==> config.mk <==
export PLATFORM = sky130hd
export DESIGN_NAME = traffic_gen_source
export DESIGN_NICKNAME = d
export VERILOG_FILES = /design/src/rtl/traffic_gen_source.sv
export SDC_FILE = /design/constraint.sdc
export NUM_CORES = 1
export LEC_CHECK = 0
export CAP_MARGIN = 15
export CORE_ASPECT_RATIO = 0.5
export CORE_MARGIN = 1.5
export CORE_UTILIZATION = 28
export CTS_BUF_LIST = sky130_fd_sc_hd__clkbuf_8
export DETAILED_ROUTE_END_ITERATION = 8
export PLACE_DENSITY_LB_ADDON = 0.12
export SYNTH_ARGS = -nofsm -noshare
export SYNTH_HDL_FRONTEND = slang
export SYNTH_SLANG_ARGS = --single-unit
==> constraint.sdc <==
create_clock -name clk -period 2.9 [get_ports clk]
set_clock_uncertainty 0.2 [all_clocks]
set_input_delay 0.29 -clock clk [delete_from_list [all_inputs] [get_ports clk]]
set_output_delay 0.29 -clock clk [all_outputs]
set_load 0.1 [all_outputs]
==> src/rtl/traffic_gen_source.sv <==
// NoC packet-injection source: periodic bursts of sequence-numbered headers to a tx serialiser.
// Optional statistics ports (sent_count, stall_cycles) are built when TRAFFIC_STATS_EN is defined.
module traffic_gen_source #(
  parameter int          NODE_ID   = 0,
  parameter int          NUM_NODES = 16,
  parameter int          DEST_W    = 4,
  parameter int          SEQ_W     = 8,
  parameter int          SIZE      = 16,
  parameter int          PIR_W     = 8,
  parameter int          CNT_W     = 16,
  parameter logic [15:0] SEED      = 16'hACE1
) (
  input  logic              clk,
  input  logic              reset,
  input  logic              enable,
  input  logic [1:0]        mode,
  input  logic [DEST_W-1:0] fixed_dest,
  input  logic [PIR_W-1:0]  pir,
  input  logic [3:0]        burst_len,
  input  logic [CNT_W-1:0]  pkt_limit,
  input  logic              busy,
  output logic              req,
  output logic [SIZE-1:0]   data,
  output logic              done
`ifdef TRAFFIC_STATS_EN
  ,
  output logic [CNT_W-1:0]  sent_count,
  output logic [CNT_W-1:0]  stall_cycles
`endif
);

  typedef enum logic [1:0] {
    ST_IDLE  = 2'd0,
    ST_GAP   = 2'd1,
    ST_ISSUE = 2'd2,
    ST_DONE  = 2'd3
  } state_e;

  typedef enum logic [1:0] {
    MODE_FIXED      = 2'd0,
    MODE_NEIGHBOUR  = 2'd1,
    MODE_COMPLEMENT = 2'd2,
    MODE_RANDOM     = 2'd3
  } mode_e;

  // Node-count comparisons are done one bit wider so NUM_NODES == 2**DEST_W is representable.
  localparam logic [DEST_W:0]   NN_EXT     = (DEST_W + 1)'(NUM_NODES);
  localparam logic [DEST_W-1:0] NN_LOW     = NN_EXT[DEST_W-1:0];
  localparam logic [DEST_W-1:0] NODE       = DEST_W'(NODE_ID);
  localparam logic [DEST_W-1:0] LAST_NODE  = DEST_W'(NUM_NODES - 1);
  localparam logic [DEST_W-1:0] NEIGHBOUR  = (NODE_ID + 1 >= NUM_NODES) ? '0 : DEST_W'(NODE_ID + 1);
  localparam logic [DEST_W-1:0] COMP_RAW   = ~NODE;
  localparam logic [DEST_W-1:0] COMPLEMENT = ({1'b0, COMP_RAW} >= NN_EXT) ?
                                             DEST_W'(NUM_NODES - 1 - NODE_ID) : COMP_RAW;
  localparam logic [15:0]       SEED_MIX   = SEED ^ 16'(NODE_ID);
  localparam logic [15:0]       LFSR_INIT  = (SEED_MIX == 16'h0000) ? 16'h0001 : SEED_MIX;
  localparam logic [15:0]       LFSR_TAPS  = 16'hB400;

  state_e            r_state;
  logic [PIR_W-1:0]  r_gap;
  logic [3:0]        r_burst;
  logic [SEQ_W-1:0]  r_seq;
  logic [CNT_W-1:0]  r_sent;
  logic [15:0]       r_lfsr;
  logic              r_req;
  logic [SIZE-1:0]   r_data;
  logic              r_done;

  mode_e             w_mode;
  logic [DEST_W-1:0] w_fixed;
  logic [DEST_W-1:0] w_rnd_raw;
  logic [DEST_W-1:0] w_rnd_fold;
  logic [DEST_W-1:0] w_rnd;
  logic [DEST_W-1:0] w_dest;
  logic [SIZE-1:0]   w_header;
  logic [3:0]        w_burst_eff;
  logic [15:0]       w_lfsr_next;
  logic              w_limit_hit;

  assign w_mode      = mode_e'(mode);
  assign w_fixed     = ({1'b0, fixed_dest} >= NN_EXT) ? LAST_NODE : fixed_dest;
  assign w_rnd_raw   = r_lfsr[DEST_W-1:0];
  assign w_rnd_fold  = ({1'b0, w_rnd_raw} >= NN_EXT) ? (w_rnd_raw - NN_LOW) : w_rnd_raw;
  assign w_rnd       = (w_rnd_fold == NODE) ? NEIGHBOUR : w_rnd_fold;
  assign w_burst_eff = (burst_len == 4'd0) ? 4'd1 : burst_len;
  assign w_lfsr_next = {1'b0, r_lfsr[15:1]} ^ (r_lfsr[0] ? LFSR_TAPS : 16'h0000);
  assign w_limit_hit = (pkt_limit != '0) && (r_sent == pkt_limit);

  always_comb begin
    // NOTE: every variable written here gets a default first, so no path can infer a latch.
    w_dest = w_fixed;
    case (w_mode)
      MODE_FIXED:      w_dest = w_fixed;
      MODE_NEIGHBOUR:  w_dest = NEIGHBOUR;
      MODE_COMPLEMENT: w_dest = COMPLEMENT;
      MODE_RANDOM:     w_dest = w_rnd;
      default:         w_dest = w_fixed;
    endcase
  end

  always_comb begin
    w_header                                 = '0;
    w_header[DEST_W-1:0]                     = w_dest;
    w_header[2*DEST_W-1:DEST_W]              = NODE;
    w_header[2*DEST_W+SEQ_W-1:2*DEST_W]      = r_seq;
  end

  // The post-issue decision is taken in the req cycle, so sent/burst already hold their new values.
  always_ff @(posedge clk or negedge reset) begin
    if (!reset) begin
      r_state <= ST_IDLE;
      r_gap   <= '0;
      r_burst <= '0;
      r_seq   <= '0;
      r_sent  <= '0;
      r_lfsr  <= LFSR_INIT;
      r_req   <= 1'b0;
      r_data  <= '0;
      r_done  <= 1'b0;
    end else begin
      // NOTE: non-blocking default makes req a single-cycle pulse unless an issue overrides it below.
      r_req <= 1'b0;
      case (r_state)
        ST_IDLE: begin
          if (enable) begin
            r_state <= ST_GAP;
            r_gap   <= '0;
          end
        end
        ST_GAP: begin
          if (!enable) begin
            r_state <= ST_IDLE;
          end else if (r_gap >= pir) begin
            r_state <= ST_ISSUE;
            r_burst <= '0;
          end else begin
            r_gap <= r_gap + PIR_W'(1);
          end
        end
        ST_ISSUE: begin
          if (!enable) begin
            r_state <= ST_IDLE;
          end else if (r_req) begin
            if (w_limit_hit) begin
              r_state <= ST_DONE;
              r_done  <= 1'b1;
            end else if (r_burst >= w_burst_eff) begin
              r_state <= ST_GAP;
              r_gap   <= '0;
            end
          end else if (!busy) begin
            r_req   <= 1'b1;
            r_data  <= w_header;
            r_seq   <= r_seq + SEQ_W'(1);
            r_sent  <= r_sent + CNT_W'(1);
            r_burst <= r_burst + 4'd1;
            r_lfsr  <= w_lfsr_next;
          end
        end
        ST_DONE: begin
          r_done <= 1'b1;
        end
        default: begin
          r_state <= ST_IDLE;
        end
      endcase
    end
  end

  assign req  = r_req;
  assign data = r_data;
  assign done = r_done;

`ifdef TRAFFIC_STATS_EN
  logic [CNT_W-1:0] r_stall;

  // A stall is an ISSUE cycle that could have issued but for busy; saturates rather than wraps.
  always_ff @(posedge clk or negedge reset) begin
    if (!reset) begin
      r_stall <= '0;
    end else if ((r_state == ST_ISSUE) && busy && !r_req && (r_stall != '1)) begin
      r_stall <= r_stall + CNT_W'(1);
    end
  end

  assign sent_count   = r_sent;
  assign stall_cycles = r_stall;
`endif

endmodule

==> results.rst, run 1 <==
.. list-table::
   :header-rows: 1

   * - Metric
     - Value
   * - Avg Inst Size Synth
     - about 9.2 sq um
   * - Maximum vdd drop
     - between 200 and 300 uV
   * - Clock net sink count
     - 68
   * - Number of distinct library cells after synthesis
     - between 40 and 50
   * - Startpoint of the lowest-slack hold path
     - r_lfsr[15]$_DFFE_PN1P_
   * - Leading cell type by number of instances after synthesis
     - nand2_1
   * - Number of setup violations in the final report
     - 0
   * - R2R Path End
     - r_gap[4]$_DFFE_PN0P_
   * - Clock transition time at the flip-flop clock pins of the worst setup and hold paths
     - 0.08 ns
   * - First-pass GRT wire length
     - 13300 um
   * - Finished Cell Area
     - ~4600 sq um
   * - Classification of the worst-slack hold path
     - flip-flop to flip-flop
   * - Top flip-flop cell by instance count after synthesis
     - dfrtp_1
   * - Layout Area Growth over Synthesis
     - 24.4%
   * - Number of maximum-capacitance constraint violations
     - 0
   * - Horizontal die dimension
     - between 150 and 200 um
   * - Number of flops mapped to enable cells by yosys
     - 0
   * - Crit path time final
     - 2.66 ns
   * - Total number of vias
     - ~2800
   * - Average wire per cell in the routed design
     - between 10 and 15 um
   * - CP Data Arrival Time
     - 2.74 ns
   * - Global-route usage over all layers
     - between 10 and 15%
   * - Final #Nets
     - just over 500
   * - Number of filler cells placed in the layout
     - between 1000 and 1500
   * - Minimum setup slack among reg-to-reg paths
     - 0.24 ns
   * - Endpoint class of the critical path
     - flip-flop
   * - Final weighted congestion of routability-driven global placement
     - roughly 0.76
   * - Post-DRT Antenna Nets
     - 0
   * - Worst Max-Slew Pin Slew
     - 0.677 ns
   * - Result of the run
     - finished, final reports clean
   * - I/O pin count
     - 56
   * - Detailed-route vias per instance
     - between 4 and 5
   * - Standard cell core area
     - roughly 13000 sq um
   * - Post-synthesis register bit count
     - slightly below 70
   * - Total number of yosys warnings
     - 0
   * - Critical path's slowest cell
     - or4b_1
   * - Number of remaining DRC errors
     - 0
   * - Tightest slew margin relative to the limit
     - a little over half
   * - Critical Setup Path Class
     - flip-flop to flip-flop
   * - Part of the cycle the worst path needs
     - around nine tenths
   * - Pins over their slew limit
     - 0
   * - Clock Latency Late Sink
     - ~0.35 ns
   * - Element type at the critical path start
     - flip-flop
   * - Worst hold path depth
     - 2
   * - Number of hold violations in the final report
     - 0
   * - Initial cell density of the core
     - 28.8%
   * - Die height
     - around 84 um
   * - H-Tree Level Count
     - 3
   * - Top-area cell type share of the netlist area
     - around 41%
   * - Largest net degree at the start of global routing
     - 42
   * - Power per cell area
     - between 600 and 700 nW/um^2
   * - Worst R2R Path Depth
     - 8
   * - Category of cells accounting for the largest share of critical-path delay
     - simple AND/OR/NAND/NOR gates
   * - Most frequent cells after synthesis
     - nand2_1, dfrtp_1, xnor2_1
   * - Leakage dissipation
     - about 2.2 nW
   * - Bufs on Longest Clock Path
     - 2
   * - Maximum operating frequency
     - ~380 MHz
   * - Synthesized instance count
     - about 400
   * - Post-synthesis async set-or-reset flop share
     - 100%
   * - Library cell used as clock root buffer
     - clkbuf_8
   * - Overall power
     - around 3.0 mW
   * - Sum of buffers and inverters on the critical path
     - 1
   * - RSZ-0062 raised after global routing
     - no
   * - Post-synthesis cell type with the largest combined area
     - dfrtp_1
   * - Syn Std Cell Area
     - between 3000 and 4000 sq um
   * - Startpoint of the worst register-to-register path
     - r_gap[0]$_DFFE_PN0P_
   * - DP Area
     - between 4000 and 5000 sq um
   * - Die footprint
     - roughly 14000 sq um
   * - Data required time at the worst endpoint
     - 2.98 ns
   * - Clock buffers created by TritonCTS
     - 9
   * - Remaining global-route overflow
     - 0
   * - Clock tree from TritonCTS
     - done
   * - Number of cell rows
     - 29
   * - Synth top area cells
     - dfrtp_1, nand2_1, ha_1, xnor2_1, dfstp_2
   * - Max incr delay on CP
     - roughly 0.54 ns
   * - Via count of the first global-routing pass
     - approximately 2800
   * - Number of antenna violations at the first check in global routing
     - 0
   * - Layout cell share with drive strength beyond 1
     - between 10% and 20%
   * - Part of the Yosys area used for sequential elements
     - 46.6%
   * - Min-Delay Endpoint
     - r_lfsr[15]$_DFFE_PN1P_
   * - Router iterations before antenna repair
     - 5
   * - Utilization after layout
     - between 30% and 40%
   * - Non-filler instance count after layout
     - 634
   * - Number of gates on the worst path with buffers counted
     - 8
   * - Number of cells in the design after placement
     - about 620
   * - Diodes inserted
     - 0
   * - Total Negative Setup Slacks
     - 0 ns
   * - Overall routed net length
     - approximately 7800 um
   * - Worst-path maximum fanout
     - 6
   * - Iteration-0 DRC Markers
     - 103
   * - HPWL reported at the end of detailed placement
     - 5550 um
   * - List of cells traversed by the critical path
     - inv_1 -> ha_1 -> nand2b_1 -> a2111oi_1 -> o31a_2 -> nand4_1 -> or4b_1 -> nand3_1
   * - IO buf count
     - 51
[placed cells by master (no fill, tap or decap), types with 6 or more instances in the layout]
cell / count
nand3_1: 27
nor2_1: 8
nor4_1: 6
ha_1: 20
dfstp_2: 8
dfrtp_1: 60
clkdlybuf4s50_1: 36
a21o_1: 6
o21ai_0: 15
xor2_1: 13
xnor2_1: 28
nand4_1: 10
clkbuf_8: 10
inv_1: 16
and3_1: 6
nand2_1: 108
buf_4: 26
[worst register-to-register path: stages, from the launching register on]
cell,delay (ns)
dfrtp_1,0.41
inv_1,0.08
ha_1,0.26
nand2b_1,0.14
a2111oi_1,0.43
o31a_2,0.26
nand4_1,0.20
or4b_1,0.54
nand3_1,0.08
[sequential cells by signal, indices dropped and copies added, names as in the netlist]
name	cells
done	1
r_lfsr	16
data	12
req	1
r_state	2
r_gap	8
r_burst	4
r_sent	16
r_seq	8
[cells by family (layout without fill, tap and decap cells)]
logic type	count (synthesis)	in the layout	synth area share [%]
other cells	1	4	0.102
compound gates	42	42	7.73
flops	68	68	46.6
simple gates	189	189	24.0
buf+inv	36	98	4.39
xor+xnor	41	41	9.78
fa+ha+maj	20	20	6.81
mux	2	2	0.579
[timing repair]
item / 4_1_cts / 5_1_grt
hold endpoints to repair: 20 / 0
endpoints found under the setup margin: 0 / 1
hold buffers: 1 / 0
resized for setup: 0 / 1
setup buffers: 0 / 0
[power breakdown]
part | internal [mW] | leakage (nW) | total (mW) | switching [mW]
clock | 0.332 | 0.0920 | 0.710 | 0.379
combinational | 0.400 | 1.20 | 1.07 | 0.673
sequential | 1.06 | 0.901 | 1.18 | 0.118
total | 1.79 | 2.19 | 2.97 | 1.17
[routing by layer]
metal  part of all wire [%]  global-route usage, %  vias to the layer above
li1                       -                      -                     1470
met1                     50                   16.1                     1315
met2                     45                   19.0                       35
met3                    3.6                   3.68                        6
met4                   0.99                   3.93                        0
met5                      0                      0                        -
[how the worst max path moves through the flow]
| stage | start | endpoint | slack (ns) |
|---|---|---|---|
| 4_1_cts | r_gap[0]$_DFFE_PN0P_ | r_gap[4]$_DFFE_PN0P_ | 0.20 |
| 3_5_place_dp | burst_len[3] | r_gap[2]$_DFFE_PN0P_ | -0.08 |
| 6_report | r_gap[0]$_DFFE_PN0P_ | r_gap[4]$_DFFE_PN0P_ | 0.24 |
| 2_1_floorplan | req$_DFF_PN0_ | r_gap[5]$_DFFE_PN0P_ | 0.34 |
| 5_1_grt | r_gap[0]$_DFFE_PN0P_ | r_gap[4]$_DFFE_PN0P_ | 0.07 |
| 3_3_place_gp | burst_len[3] | r_gap[5]$_DFFE_PN0P_ | -0.06 |
[stage by stage]
step           hold slack, ns  worst slack [ns]
5_1_grt                 0.277            0.0695
4_1_cts                 0.264             0.202
3_5_place_dp            0.176           -0.0783
6_report                0.260             0.241
3_3_place_gp            0.179           -0.0627
2_1_floorplan          -0.206             0.339
[layout make-up]
| type | instances | area (sq um) | share of cell area, % |
|---|---|---|---|
| Clock inverter | 6 | 40.0 | 0.876 |
| Sequential cell | 68 | 1710 | 37.5 |
| Inverter | 17 | 63.8 | 1.40 |
| Clock buffer | 10 | 138 | 3.01 |
| Multi-Input combinational cell | 298 | 1810 | 39.7 |
| Tap cell | 170 | 213 | 4.65 |
| Timing Repair Buffer | 65 | 591 | 12.9 |
(Power assumes the default switching activity.)
==> inputs of run 2 (changes only) <==
--- a/config.mk
+++ b/config.mk
@@ -12,6 +12,7 @@
 export CTS_BUF_LIST = sky130_fd_sc_hd__clkbuf_8
 export DETAILED_ROUTE_END_ITERATION = 8
 export PLACE_DENSITY_LB_ADDON = 0.12
+export SETUP_SLACK_MARGIN = 0.3
 export SYNTH_ARGS = -nofsm -noshare
 export SYNTH_HDL_FRONTEND = slang
 export SYNTH_SLANG_ARGS = --single-unit
==> run 2 against run 1 <==
Compared with the run above: setup slack improved by 0.12 ns; clock-buffer cell count did not move; die area did not move; non-clock buffer count rose by 4; wire length rose by 1.7%; utilization rose by 0.56 points; maximum frequency rose by 4.5%; global-route usage barely moved; critical path depth rose by 2; combinational power rose by 8%.
==> results.rst, run 2 (synthesized netlist as in run 1, its figures left out) <==
.. list-table::
   :header-rows: 1

   * - Metric
     - Value
   * - Number of antenna violations at the first check in global routing
     - 0
   * - Largest net degree at the start of global routing
     - between 40 and 50
   * - Most Crowded Layer GR
     - met2
   * - Part of the total power dissipated in sequential elements
     - 38.6%
   * - Final weighted congestion of routability-driven global placement
     - roughly 0.76
   * - CP Data Arrival Time
     - 2.63 ns
   * - Non-filler instance count after layout
     - 638
   * - RSZ-0062 raised after global routing
     - yes
   * - HPWL reported at the end of detailed placement
     - 5550 um
   * - Number of cell rows
     - 29
   * - Post-DRT Antenna Nets
     - 0
   * - Final #Nets
     - around 520
   * - Critical path's slowest cell
     - or4b_1
   * - Layout Area Growth over Synthesis
     - 26.3%
   * - Maximum operating frequency
     - approximately 390 MHz
   * - Total Negative Setup Slacks
     - 0 ns
   * - Clock tree from TritonCTS
     - done
   * - Switching Power
     - between 1 and 1.5 mW
   * - Maximum vdd drop
     - between 200 and 300 uV
   * - Met3 demand-to-capacity share in global routing
     - around 3.7%
   * - Die height
     - 84.0 um
   * - Overall routed net length
     - just under 8000 um
   * - Layout cell share with drive strength beyond 1
     - 14.5%
   * - H-Tree Level Count
     - 3
   * - Endpoint class of the critical path
     - flip-flop
   * - Proportion of total power due to net switching
     - between 30% and 40%
   * - Number of maximum-capacitance constraint violations
     - 0
   * - Detailed-route vias per instance
     - roughly 4.5
   * - Number of setup violations in the final report
     - 0
   * - Fraction of met1 tracks used by global routing
     - 16.2%
   * - Part of the cycle the worst path needs
     - around 88%
   * - Standard cell core area
     - between 10000 and 15000 sq um
   * - Average wire per cell in the routed design
     - between 10 and 15 um
   * - Met2 track demand over resource
     - a little under a fifth
   * - Leakage dissipation
     - around 2.2 nW
   * - Clock buffers created by TritonCTS
     - 9
   * - Result of the run
     - finished, final reports clean
   * - Overall power
     - 3.05 mW
   * - Clock Latency Late Sink
     - around 0.35 ns
   * - Share of total power in the clock network
     - roughly a quarter
   * - IO buf count
     - between 50 and 60
   * - Commonest non-fill, non-tap cell in the layout
     - nand2_1
   * - First-pass GRT wire length
     - between 10000 and 15000 um
   * - I/O pin count
     - between 50 and 60
   * - Router iterations before antenna repair
     - 4
   * - Die footprint
     - ~14000 sq um
   * - Classification of the worst-slack hold path
     - flip-flop to flip-flop
   * - Sum of buffers and inverters on the critical path
     - 2
   * - Tightest slew margin relative to the limit
     - 54.5%
   * - Element type at the critical path start
     - input pin
   * - Worst-path maximum fanout
     - 8
   * - Total number of vias
     - around 2900
   * - Diodes inserted
     - 0
   * - Clock transition time at the flip-flop clock pins of the worst setup and hold paths
     - roughly 0.08 ns
   * - Initial cell density of the core
     - a little under 30%
   * - Number of remaining DRC errors
     - 0
   * - Number of hold violations in the final report
     - 0
   * - Number of cells in the design after placement
     - between 600 and 700
   * - Max incr delay on CP
     - approximately 0.49 ns
   * - List of cells traversed by the critical path
     - clkdlybuf4s50_1 -> inv_1 -> a31o_2 -> ha_4 -> nand2b_4 -> a21oi_2 -> o211a_1 -> a311o_2 -> or4b_1 -> nand3_1
   * - Worst Max-Slew Pin Slew
     - around 0.68 ns
   * - Iteration-0 DRC Markers
     - 96
   * - Critical Setup Path Class
     - input pin to flip-flop
   * - Power per cell area
     - roughly 660 nW/um^2
   * - Comb power frac
     - about two fifths
   * - Category of cells accounting for the largest share of critical-path delay
     - compound AO/OA/AOI/OAI gates
   * - Clock net sink count
     - between 60 and 70
   * - Leading cell types in the layout, fill and taps excluded
     - nand2_1, dfrtp_1, clkdlybuf4s50_1
   * - Library cell used as clock root buffer
     - clkbuf_8
   * - Horizontal die dimension
     - roughly 160 um
   * - Bufs on Longest Clock Path
     - 2
   * - Remaining global-route overflow
     - 0
   * - Data required time at the worst endpoint
     - ~3.0 ns
   * - Crit path time final
     - around 2.5 ns
   * - Pins over their slew limit
     - 0
   * - Via count of the first global-routing pass
     - ~2800
   * - Internal power of the cells
     - 1.85 mW
   * - Global-route usage over all layers
     - 12.3%
==> run 2: cell count changes in the layout (fill, tap and decap cells not counted), sizes merged <==
cell  previous run  this run
buf             28        32
==> run 2: what timing repair did <==
item                                   4_1_cts  5_1_grt
pin swaps                                    3       11
setup buffers                                2        2
endpoints found under the hold margin       20        0
gates resized for setup                      3        7
setup endpoints to repair                    5       12
hold buffers                                 1        0
==> run 2: per-layer routing <==
metal | vias up | share of wire, %
met5 | - | 0
met4 | 0 | 0.97
met3 | 9 | 3.4
met2 | 31 | 45
met1 | 1348 | 50
li1 | 1479 | -
==> run 2: path summary, 6_finish.rpt <==
| check | to | slack, ns | start | cells past startpoint |
|---|---|---|---|---|
| setup / recovery | r_gap[5]$_DFFE_PN0P_ | 0.36 | burst_len[1] | 10 |
| hold / removal | r_lfsr[15]$_DFFE_PN1P_ | 0.26 | r_lfsr[15]$_DFFE_PN1P_ | 2 |
| setup reg to reg | r_gap[5]$_DFFE_PN0P_ | 0.40 | r_state[0]$_DFFE_PN0P_ | 7 |
| hold reg to reg | r_lfsr[15]$_DFFE_PN1P_ | 0.26 | r_lfsr[15]$_DFFE_PN1P_ | 2 |
| max in group asynchronous | r_sent[12]$_DFFE_PN0P_ | 1.51 | reset | 3 |
| min in group asynchronous | r_lfsr[14]$_DFFE_PN0P_ | 0.31 | reset | 2 |
==> run 2: area by class of cell <==
type                    count  area, sq um
repair buffers             69          621
flip-flops and latches     68         1710
clock inverters             6         40.0
multi-input cells         298         1850
inverters                  17         63.8
clock buffers              10          138
well taps                 170          213
fillers                  1312         8100
==> run 2: power groups by stage <==
stage	registers (mW)	clock network, mW	logic (mW)
2_1_floorplan	1.42	0	0.537
3_3_place_gp	1.20	0	1.08
3_5_place_dp	1.20	0	1.08
4_1_cts	1.18	0.761	1.13
5_1_grt	1.20	0.784	1.29
6_report	1.18	0.711	1.16
==> run 2: metrics by stage <==
stage	hold slack (ns)	cell area, sq um	worst slack [ns]	utilization [%]
floorplan	-0.206	3680	0.339	-
global placement	0.179	4380	-0.0627	34.4
detailed placement	0.176	4380	-0.0783	34.4
CTS	0.264	4590	0.317	36.0
global route	0.277	4640	0.257	36.4
finish	0.260	4640	0.357	36.4
==> run 2: worst min-delay path: stages (launching register included) <==
cell and delay, ns:
dfstp_2 0.37, nand2_1 0.05, nand2_1 0.05
==> inputs of run 3 (changes only) <==
--- a/config.mk
+++ b/config.mk
@@ -6,6 +6,8 @@
 export NUM_CORES = 1
 export LEC_CHECK = 0
 export CAP_MARGIN = 15
+export CELL_PAD_IN_SITES_DETAIL_PLACEMENT = 0
+export CELL_PAD_IN_SITES_GLOBAL_PLACEMENT = 1
 export CORE_ASPECT_RATIO = 0.5
 export CORE_MARGIN = 1.5
 export CORE_UTILIZATION = 28
==> constraint.sdc (replaced) <==
create_clock -name clk -period 2.9 [get_ports clk]
set_clock_uncertainty 0.2 [all_clocks]
set_input_delay 0.725 -clock clk [delete_from_list [all_inputs] [get_ports clk]]
set_output_delay 0.725 -clock clk [all_outputs]
set_load 0.1 [all_outputs]
==> run 3 against run 2 <==
Compared with the run above: combinational power increased by 8%; critical path type unchanged; maximum frequency shrank 2.1%; clock power fell by 0.8%.
==> results.rst, run 3 (synthesized netlist as in run 1, its figures left out) <==
.. list-table::
   :header-rows: 1

   * - Metric
     - Value
   * - Result of the run
     - finished, final reports clean
   * - Data required time at the worst endpoint
     - 2.99 ns
   * - Classification of the worst-slack hold path
     - input pin to asynchronous set/reset pin
   * - Number of setup violations in the final report
     - 0
   * - Post-DRT Antenna Nets
     - 0
   * - Iteration-0 DRC Markers
     - 109
   * - I/O pin count
     - 56
   * - Global-route usage over all layers
     - between 10% and 20%
   * - Critical Setup Path Class
     - input pin to flip-flop
   * - Clock net sink count
     - 68
   * - Crit path time final
     - approximately 2.6 ns
   * - Number of antenna violations at the first check in global routing
     - 0
   * - Overall routed net length
     - about 8000 um
   * - Worst R2R Path Depth
     - 12
   * - Cts-stage hold buffer count
     - 0
   * - Number of filler cells placed in the layout
     - about 1300
   * - CP Data Arrival Time
     - between 2 and 3 ns
   * - Commonest non-fill, non-tap cell in the layout
     - nand2_1
   * - Router iterations before antenna repair
     - 4
   * - Hold slack final
     - around 0.18 ns
   * - Power per cell area
     - between 600 and 700 nW/um^2
   * - Worst-path maximum fanout
     - 8
   * - Layout Area Growth over Synthesis
     - 36.3%
   * - DP Area
     - 4700 sq um
   * - Horizontal die dimension
     - about 160 um
   * - RSZ-0062 raised after global routing
     - yes
   * - Number of cells in the design after placement
     - approximately 650
   * - Library cell used as clock root buffer
     - clkbuf_8
   * - Non-filler instance count after layout
     - between 600 and 700
   * - Clock transition time at the flip-flop clock pins of the worst setup and hold paths
     - ~0.080 ns
   * - Maximum vdd drop
     - 315 uV
   * - Number of cell rows
     - 29
   * - Element type at the critical path start
     - input pin
   * - Pins over their slew limit
     - 0
   * - Diodes inserted
     - 0
   * - Maximum operating frequency
     - 385 MHz
   * - Die height
     - ~84 um
   * - Leading cell types in the layout, fill and taps excluded
     - nand2_1, dfrtp_1, buf_4
   * - Average wire per cell in the routed design
     - about 12 um
   * - HPWL reported at the end of detailed placement
     - 5630 um
   * - Final weighted congestion of routability-driven global placement
     - approximately 0.7
   * - Finished Cell Area
     - ~5000 sq um
   * - Remaining global-route overflow
     - 0
   * - First-pass GRT wire length
     - between 10000 and 15000 um
   * - Leakage dissipation
     - ~2.4 nW
   * - Clock tree from TritonCTS
     - done
   * - Largest net degree at the start of global routing
     - 69
   * - Utilization after layout
     - between 30% and 40%
   * - Initial cell density of the core
     - around 29%
   * - Total number of vias
     - ~2900
   * - Detailed-route vias per instance
     - roughly 4.4
   * - IO buf count
     - between 50 and 60
   * - Die footprint
     - roughly 14000 sq um
   * - Standard cell core area
     - 12700 sq um
   * - Number of hold violations in the final report
     - 0
   * - Number of remaining DRC errors
     - 0
   * - Clock Latency Late Sink
     - roughly 0.34 ns
   * - Total Negative Setup Slacks
     - 0 ns
   * - Final #Nets
     - ~550
   * - Clock buffers created by TritonCTS
     - 9
   * - H-Tree Level Count
     - 3
   * - Via count of the first global-routing pass
     - between 3000 and 4000
   * - Part of the cycle the worst path needs
     - between 80% and 90%
   * - Endpoint class of the critical path
     - flip-flop
   * - Number of maximum-capacitance constraint violations
     - 0
   * - Layout cell share with drive strength beyond 1
     - 25.5%
   * - Bufs on Longest Clock Path
     - 2
==> run 3: changes by cell type in the layout (fill, tap and decap cells not counted), sizes merged <==
cell / before / now
buf: 32 / 64
clkdlybuf4s50: 36 / 8
dlygate4sd2: 0 / 19
clkdlybuf4s15: 0 / 4
dlygate4sd3: 1 / 0
dlymetal6s2s: 0 / 1
==> run 3: final timing paths <==
kind / from / to / slack (ns)
setup reg to reg: r_state[0]$_DFFE_PN0P_ / r_sent[12]$_DFFE_PN0P_ / 0.44
hold reg to reg: r_lfsr[15]$_DFFE_PN1P_ / r_lfsr[15]$_DFFE_PN1P_ / 0.26
setup / recovery: burst_len[3] / r_gap[7]$_DFFE_PN0P_ / 0.30
min in group clk: r_lfsr[15]$_DFFE_PN1P_ / r_lfsr[15]$_DFFE_PN1P_ / 0.26
hold / removal: reset / data[2]$_DFFE_PN0P_ / 0.18
max in group asynchronous: reset / r_lfsr[13]$_DFFE_PN1P_ / 1.97
==> run 3: timing repair <==
| action | 4_1_cts | 5_1_grt |
|---|---|---|
| pin swaps | 29 | 12 |
| buffers inserted | 3 | 1 |
| setup endpoints to repair | 14 | 19 |
| resized for setup | 57 | 17 |
==> run 3: metal layers <==
layer	up-vias	wire [um]	GRT usage, %
li1	1527	-	-
met1	1375	4070	16.6
met2	39	3610	21.0
met3	5	289	3.63
met4	0	45	3.36
met5	-	0	0
==> run 3: power breakdown <==
group / switching, mW / leakage, nW / total, mW / internal [mW]
clock: 0.373 / 0.0920 / 0.705 / 0.332
sequential: 0.123 / 0.901 / 1.19 / 1.06
combinational: 0.732 / 1.44 / 1.25 / 0.518
total: 1.23 / 2.44 / 3.14 / 1.91
==> run 3: per-stage QoR <==
| step | setup WS, ns | power (mW) |
|---|---|---|
| after detailed placement | -0.543 | 2.42 |
| final | 0.303 | 3.14 |
| after global routing | 0.260 | 3.38 |
| after CTS | 0.293 | 3.17 |
| after global placement | -0.513 | 2.42 |
| after floorplan | 0.202 | 2.03 |
==> run 3: layout make-up <==
| cell class | instances | area, sq um | area share [%] |
|---|---|---|---|
| flip-flops and latches | 68 | 1710 | 34.2 |
| clock inverters | 6 | 40.0 | 0.799 |
| clock buffers | 10 | 138 | 2.75 |
| repair buffers | 96 | 797 | 15.9 |
| well taps | 170 | 213 | 4.25 |
| multi-input cells | 298 | 2040 | 40.6 |
| inverters | 17 | 73.8 | 1.47 |
==> run 3: critical path: stages <==
cell      delay [ns]
buf_6           0.09
inv_8           0.03
a31o_4          0.23
ha_4            0.25
nand2b_4        0.10
a21oi_2         0.05
o211a_1         0.20
a311o_2         0.42
or4b_1          0.51
nand3_1         0.08
